`src/rtl/gesture_power_fsm_if.sv`:
```
// Gesture sequencer bus: window length and gesture levels in, power status and countdown out.
interface gesture_power_fsm_if #(parameter int CNT_W = 32);
  logic [CNT_W-1:0] countdown_time;
  logic             gesture_left;
  logic             gesture_right;
  logic             power_on;
  logic             arming;
  logic             on_pulse;
  logic             off_pulse;
  logic             timeout_pulse;
  logic [CNT_W-1:0] time_left;
  logic [3:0]       remaining_sec;

  modport master (
    output countdown_time, gesture_left, gesture_right,
    input  power_on, arming, on_pulse, off_pulse, timeout_pulse, time_left, remaining_sec
  );

  modport slave (
    input  countdown_time, gesture_left, gesture_right,
    output power_on, arming, on_pulse, off_pulse, timeout_pulse, time_left, remaining_sec
  );
endinterface

```
`src/rtl/gesture_power_fsm.sv`:
```
// Gesture power sequencer: left->right within the window powers on, right->left powers off.
module gesture_power_fsm #(
  parameter int CNT_W  = 32,
  parameter int CLK_HZ = 100_000_000
) (
  input  logic                clk,
  input  logic                reset,
  gesture_power_fsm_if.slave  bus
);
  typedef enum logic [1:0] {S_OFF, S_ARM_ON, S_ON, S_ARM_OFF} state_e;

  localparam logic [CNT_W-1:0] CNT_ONE = CNT_W'(1);

  state_e           state_q, state_d;
  logic [CNT_W-1:0] cnt_q, cnt_d, win;
  logic             left_q, right_q;
  logic             on_pulse_q, on_pulse_d;
  logic             off_pulse_q, off_pulse_d;
  logic             to_pulse_q, to_pulse_d;
  logic             lr, rr, lr_ok, rr_ok;
  logic [3:0]       sec;

  assign lr    = bus.gesture_left  & ~left_q;
  assign rr    = bus.gesture_right & ~right_q;
  // Simultaneous rises are ambiguous, so both are dropped.
  assign lr_ok = lr & ~rr;
  assign rr_ok = rr & ~lr;
  assign win   = (bus.countdown_time == '0) ? CNT_ONE : bus.countdown_time;

  always_comb begin
    state_d     = state_q;
    cnt_d       = cnt_q;
    on_pulse_d  = 1'b0;
    off_pulse_d = 1'b0;
    to_pulse_d  = 1'b0;
    case (state_q)
      S_OFF: begin
        if (lr_ok) begin
          state_d = S_ARM_ON;
          cnt_d   = win;
        end
      end
      S_ARM_ON: begin
        if (rr_ok) begin
          state_d    = S_ON;
          cnt_d      = '0;
          on_pulse_d = 1'b1;
        end else if (lr_ok) begin
          cnt_d = win;
        end else if (cnt_q <= CNT_ONE) begin
          state_d    = S_OFF;
          cnt_d      = '0;
          to_pulse_d = 1'b1;
        end else begin
          cnt_d = cnt_q - CNT_ONE;
        end
      end
      S_ON: begin
        if (rr_ok) begin
          state_d = S_ARM_OFF;
          cnt_d   = win;
        end
      end
      S_ARM_OFF: begin
        if (lr_ok) begin
          state_d     = S_OFF;
          cnt_d       = '0;
          off_pulse_d = 1'b1;
        end else if (rr_ok) begin
          cnt_d = win;
        end else if (cnt_q <= CNT_ONE) begin
          state_d    = S_ON;
          cnt_d      = '0;
          to_pulse_d = 1'b1;
        end else begin
          cnt_d = cnt_q - CNT_ONE;
        end
      end
      default: begin
        state_d = S_OFF;
        cnt_d   = '0;
      end
    endcase
  end

  always_ff @(posedge clk or negedge reset) begin
    if (!reset) begin
      state_q     <= S_OFF;
      cnt_q       <= '0;
      left_q      <= 1'b0;
      right_q     <= 1'b0;
      on_pulse_q  <= 1'b0;
      off_pulse_q <= 1'b0;
      to_pulse_q  <= 1'b0;
    end else begin
      state_q     <= state_d;
      cnt_q       <= cnt_d;
      left_q      <= bus.gesture_left;
      right_q     <= bus.gesture_right;
      on_pulse_q  <= on_pulse_d;
      off_pulse_q <= off_pulse_d;
      to_pulse_q  <= to_pulse_d;
    end
  end

  // Whole seconds left, rounded up and clipped to one 7-seg digit.
  always_comb begin
    sec = 4'd9;
    for (int k = 9; k >= 1; k--) begin
      if (64'(cnt_q) <= 64'(k) * 64'(CLK_HZ)) sec = 4'(k);
    end
    if (cnt_q == '0) sec = 4'd0;
  end

  assign bus.power_on      = (state_q == S_ON) || (state_q == S_ARM_OFF);
  assign bus.arming        = (state_q == S_ARM_ON) || (state_q == S_ARM_OFF);
  assign bus.on_pulse      = on_pulse_q;
  assign bus.off_pulse     = off_pulse_q;
  assign bus.timeout_pulse = to_pulse_q;
  assign bus.time_left     = cnt_q;
  assign bus.remaining_sec = sec;
endmodule

```
`src/flat_wrapper.sv`:
```
// flat-port wrapper written by rule: the top's interface ports become plain ports
module gesture_power_fsm_flat 
#(
  parameter int CNT_W  = 32,
  parameter int CLK_HZ = 100_000_000
)
  (clk, reset, bus_countdown_time, bus_gesture_left, bus_gesture_right, bus_power_on, bus_arming, bus_on_pulse, bus_off_pulse, bus_timeout_pulse, bus_time_left, bus_remaining_sec);
  gesture_power_fsm_if #(.CNT_W(CNT_W)) bus_i ();
  input  logic clk;
  input  logic reset;
  input wire logic [$bits(bus_i.countdown_time)-1:0] bus_countdown_time;
  input wire logic [$bits(bus_i.gesture_left)-1:0] bus_gesture_left;
  input wire logic [$bits(bus_i.gesture_right)-1:0] bus_gesture_right;
  output wire logic [$bits(bus_i.power_on)-1:0] bus_power_on;
  output wire logic [$bits(bus_i.arming)-1:0] bus_arming;
  output wire logic [$bits(bus_i.on_pulse)-1:0] bus_on_pulse;
  output wire logic [$bits(bus_i.off_pulse)-1:0] bus_off_pulse;
  output wire logic [$bits(bus_i.timeout_pulse)-1:0] bus_timeout_pulse;
  output wire logic [$bits(bus_i.time_left)-1:0] bus_time_left;
  output wire logic [$bits(bus_i.remaining_sec)-1:0] bus_remaining_sec;
  assign bus_i.countdown_time = bus_countdown_time;
  assign bus_i.gesture_left = bus_gesture_left;
  assign bus_i.gesture_right = bus_gesture_right;
  assign bus_power_on = bus_i.power_on;
  assign bus_arming = bus_i.arming;
  assign bus_on_pulse = bus_i.on_pulse;
  assign bus_off_pulse = bus_i.off_pulse;
  assign bus_timeout_pulse = bus_i.timeout_pulse;
  assign bus_time_left = bus_i.time_left;
  assign bus_remaining_sec = bus_i.remaining_sec;
  gesture_power_fsm #(.CNT_W(CNT_W), .CLK_HZ(CLK_HZ)) u_core (.clk(clk), .reset(reset), .bus(bus_i));
endmodule
```
`config.mk`:
```
export PLATFORM = sky130hd
export DESIGN_NAME = gesture_power_fsm_flat
export DESIGN_NICKNAME = d
export VERILOG_FILES = /design/src/rtl/gesture_power_fsm_if.sv /design/src/rtl/gesture_power_fsm.sv /design/src/flat_wrapper.sv
export SDC_FILE = /design/constraint.sdc
export NUM_CORES = 1
export LEC_CHECK = 0
export CAP_MARGIN = 20
export CORE_MARGIN = 8
export CORE_UTILIZATION = 26
export DETAILED_ROUTE_END_ITERATION = 7
export DONT_BUFFER_PORTS = 1
export PLACE_DENSITY_LB_ADDON = 0.3
export SYNTH_ARGS = -nofsm -noshare
export SYNTH_HDL_FRONTEND = slang
export SYNTH_SLANG_ARGS = --single-unit
```
`constraint.sdc`:
```
create_clock -name clk -period 5.5 [get_ports clk]
set_clock_uncertainty 0.2 [all_clocks]
set_input_delay 0.55 -clock clk [delete_from_list [all_inputs] [get_ports clk]]
set_output_delay 0.55 -clock clk [all_outputs]
set_load 0.01 [all_outputs]
```
==> flow_metrics.tcl <==
set metrics [dict create \
    leakage_uw 0.00129 \
    switching_share_pct 55.3 \
    numClockSinks 39 \
    synthTopCellsByArea "dfrtp_1 29%, o21ai_0 6.5%, nor4_1 5.6%" \
    cts_root_buf "clkbuf_16" \
    synth.most_common_cell "o21ai_0" \
    p_switching_uw 1270 \
    hp-class "input port to flip-flop" \
    vias 3710 \
    netlist_area_um2 3370 \
    p_comb_share_pct 48.1 \
    syn_avg_cell_area_um2 7.60 \
    max-clock-path-buffers 2 \
    crit_required_ns 4.75 \
    critPathArrivalTime_ns 3.37 \
    dieHeight_um 130 \
    grt.overflow.total 0 \
    hold_viol 0 \
    rsz0062_at_grt "false" \
    crit_path_start_kind "flip-flop" \
    max_cap_violations 0 \
    antenna_found_initial 0 \
    synth_top_cells_by_count "44 x o21ai_0, 39 x dfrtp_1, 35 x nor2_1, 32 x clkbuf_1, 30 x nor4_1" \
    n_antenna_cell 0 \
    synth_area_leader_cell "dfrtp_1" \
    numPortBuffers 0 \
    power_density_nw_per_um2 628 \
    clock_latency_ns 0.28 \
    initial_utilization_pct 26.6 \
    die_x_um 130 \
    grt_pass1_wl_mm 21.5 \
    setup_viol 0 \
    synth_top_area_share_pct 28.9 \
    ys_ff_latch 39 \
    setup.worst_path.class "flip-flop to primary output" \
    period_needed_ns 4.12 \
    synth_edf_count 0 \
    gr-usage-all-layers_pct 16.2 \
    endpoint_kind "primary output" \
    core-area_um2 12700 \
    cts_setup_buffers 0 \
    intPower_uw 1030 \
    nets 456 \
    seq_power_share_pct 37.8 \
    ant_nets 0 \
    area_growth_pct 8.53 \
    fin_tns_setup_ns 0 \
    avgRoutedWirePerCell_um 23.0 \
    power.total_uw 2300 \
    path_max_fanout 11 \
    ios 77 \
    holdWs_ns 0.0937 \
    fp.dieArea_um2 16900 \
    dpl.hpwl_mm 10.1 \
    clk_pin_slew_ns 0.06 \
    slew_viol_final 0 \
    firstDrtPassIters 6 \
    drive_gt1_share_pct 6.46 \
    synth_nets 482 \
    final_util_pct 28.9 \
    max_slew_margin_pct 41.8 \
    peakVddDrop_v 0.000255 \
    numCtsBuffers 5 \
    yosysSeqAreaShare_pct 28.9 \
    placementRows 41 \
    cts_hold_buf 2 \
    grt_pass1_vias 3651 \
    drtIter0Drc 533 \
    ys_types 68 \
    routed_wl_mm 13.6 \
    syn_inst 444 \
    fmax_ghz 0.243 \
    grt_max_degree 40 \
    cts.htree.levels 2 \
    synth_ff_type "dfrtp_1" \
    synthArstFlopShare_pct 100 \
    status "finished, final reports clean" \
    tritoncts "yes" \
    post-route-drc-count 0 \
    worst_pin_slew_ns 0.865 \
    gp_congestion 0.923 \
    cts.repair.resized 0 \
    pwr-share-clk_pct 14.2 \
    ys_warn_count 0 \
    viasPerCell 6.29 \
    post-route-period-util_pct 74.9 \
]
per-layer routing:
metal | GRT usage, % | vias up | share of wire [%]
li1 | - | 1663 | -
met1 | 20.2 | 1792 | 38
met2 | 26.7 | 223 | 48
met3 | 4.53 | 32 | 12
met4 | 4.92 | 0 | 2.1
met5 | 0 | - | 0
final timing paths:
| kind | startpoint | to | slack (ns) | cells after the start |
|---|---|---|---|---|
| setup / recovery | u_core.bus.time_left[1]$_DFFE_PN0P_ | bus_remaining_sec[0] | 1.38 | 9 |
| hold / removal | bus_gesture_right | u_core.right_q$_DFF_PN0_ | 0.09 | 0 |
| setup reg to reg | u_core.bus.time_left[28]$_DFFE_PN0P_ | u_core.bus.time_left[12]$_DFFE_PN0P_ | 2.17 | 6 |
| hold reg to reg | u_core.bus.time_left[0]$_DFFE_PN0P_ | u_core.bus.time_left[0]$_DFFE_PN0P_ | 0.46 | 1 |
| max in group asynchronous | reset | u_core.bus.time_left[5]$_DFFE_PN0P_ | 4.35 | 2 |
| min in group asynchronous | reset | u_core.bus.time_left[6]$_DFFE_PN0P_ | 0.55 | 2 |
final cells by class:
class	instances	area [um^2]
well taps	172	215
multi-input cells	343	2130
clock inverters	1	30.0
clock buffers	6	129
flip-flops and latches	39	976
repair buffers	9	103
fillers	1383	9010
inverters	20	75.1
power groups by stage:
stage,registers [uW],clock network [uW],logic (uW)
final,870,326,1110
after global routing,914,342,1230
after CTS,869,332,1090
after detailed placement,875,0,1080
after global placement,879,0,1070
after floorplan,582,0,996
registers in the layout (all words and copies together), names as in the netlist:
signal and cells:
u_core.bus.timeout_pulse 1, u_core.bus.time_left 32, u_core.left_q 1, u_core.state_q 2
u_core.right_q 1, u_core.bus.off_pulse 1, u_core.bus.on_pulse 1
metrics by stage:
| step | worst slack (ns) | cell area, um^2 | instances |
|---|---|---|---|
| floorplan | 2.24 | 3370 | 444 |
| global placement | 1.82 | 3450 | 580 |
| detailed placement | 1.68 | 3470 | 581 |
| CTS | 1.37 | 3660 | 590 |
| global route | 0.907 | 3660 | 590 |
| finish | 1.38 | 3660 | 590 |
cell families after synthesis:
logic type               Yosys count  share of synthesized area (%)
flip-flops                        39                           28.9
buffers and inverters             62                           7.90
multiplexers                       1                          0.297
adder cells (fa/ha/maj)            2                          0.741
AND/OR/NAND/NOR                  201                           34.1
AO/OA/AOI/OAI                    137                           27.5
XOR/XNOR                           2                          0.519
worst max-delay path, cell delays in order, from the launching register on:
cell       delay [ns]
dfrtp_1          0.43
inv_1            0.13
ha_1             0.27
nor3b_1          0.21
buf_4            0.18
nand2_1          0.24
nand4b_1         0.26
a2111oi_0        0.56
o21ai_0          0.18
a221oi_1         0.62
layout by cell type (no fill, tap or decap), drive strengths merged, types with 3 or more instances in the layout:
cell type,Yosys,final
o21ai,44,44
o22ai,4,4
inv,20,20
o21bai,3,3
and2,3,3
and4,5,5
dfrtp,39,39
or4,4,4
nand3,20,20
buf,10,8
nor2b,4,4
or3,7,7
a211oi,6,6
nor4,31,31
o211ai,4,4
or2,5,5
nand4b,4,4
or4b,3,3
nor2,36,36
a311oi,3,3
nand4,9,9
a22oi,10,10
clkbuf,32,6
a32oi,9,9
nor3,22,22
a21oi,20,20
o311ai,3,3
and3,6,6
a221o,4,4
nand2,28,28
nand2b,4,4
Note: power is estimated with default switching activity, not from simulation.
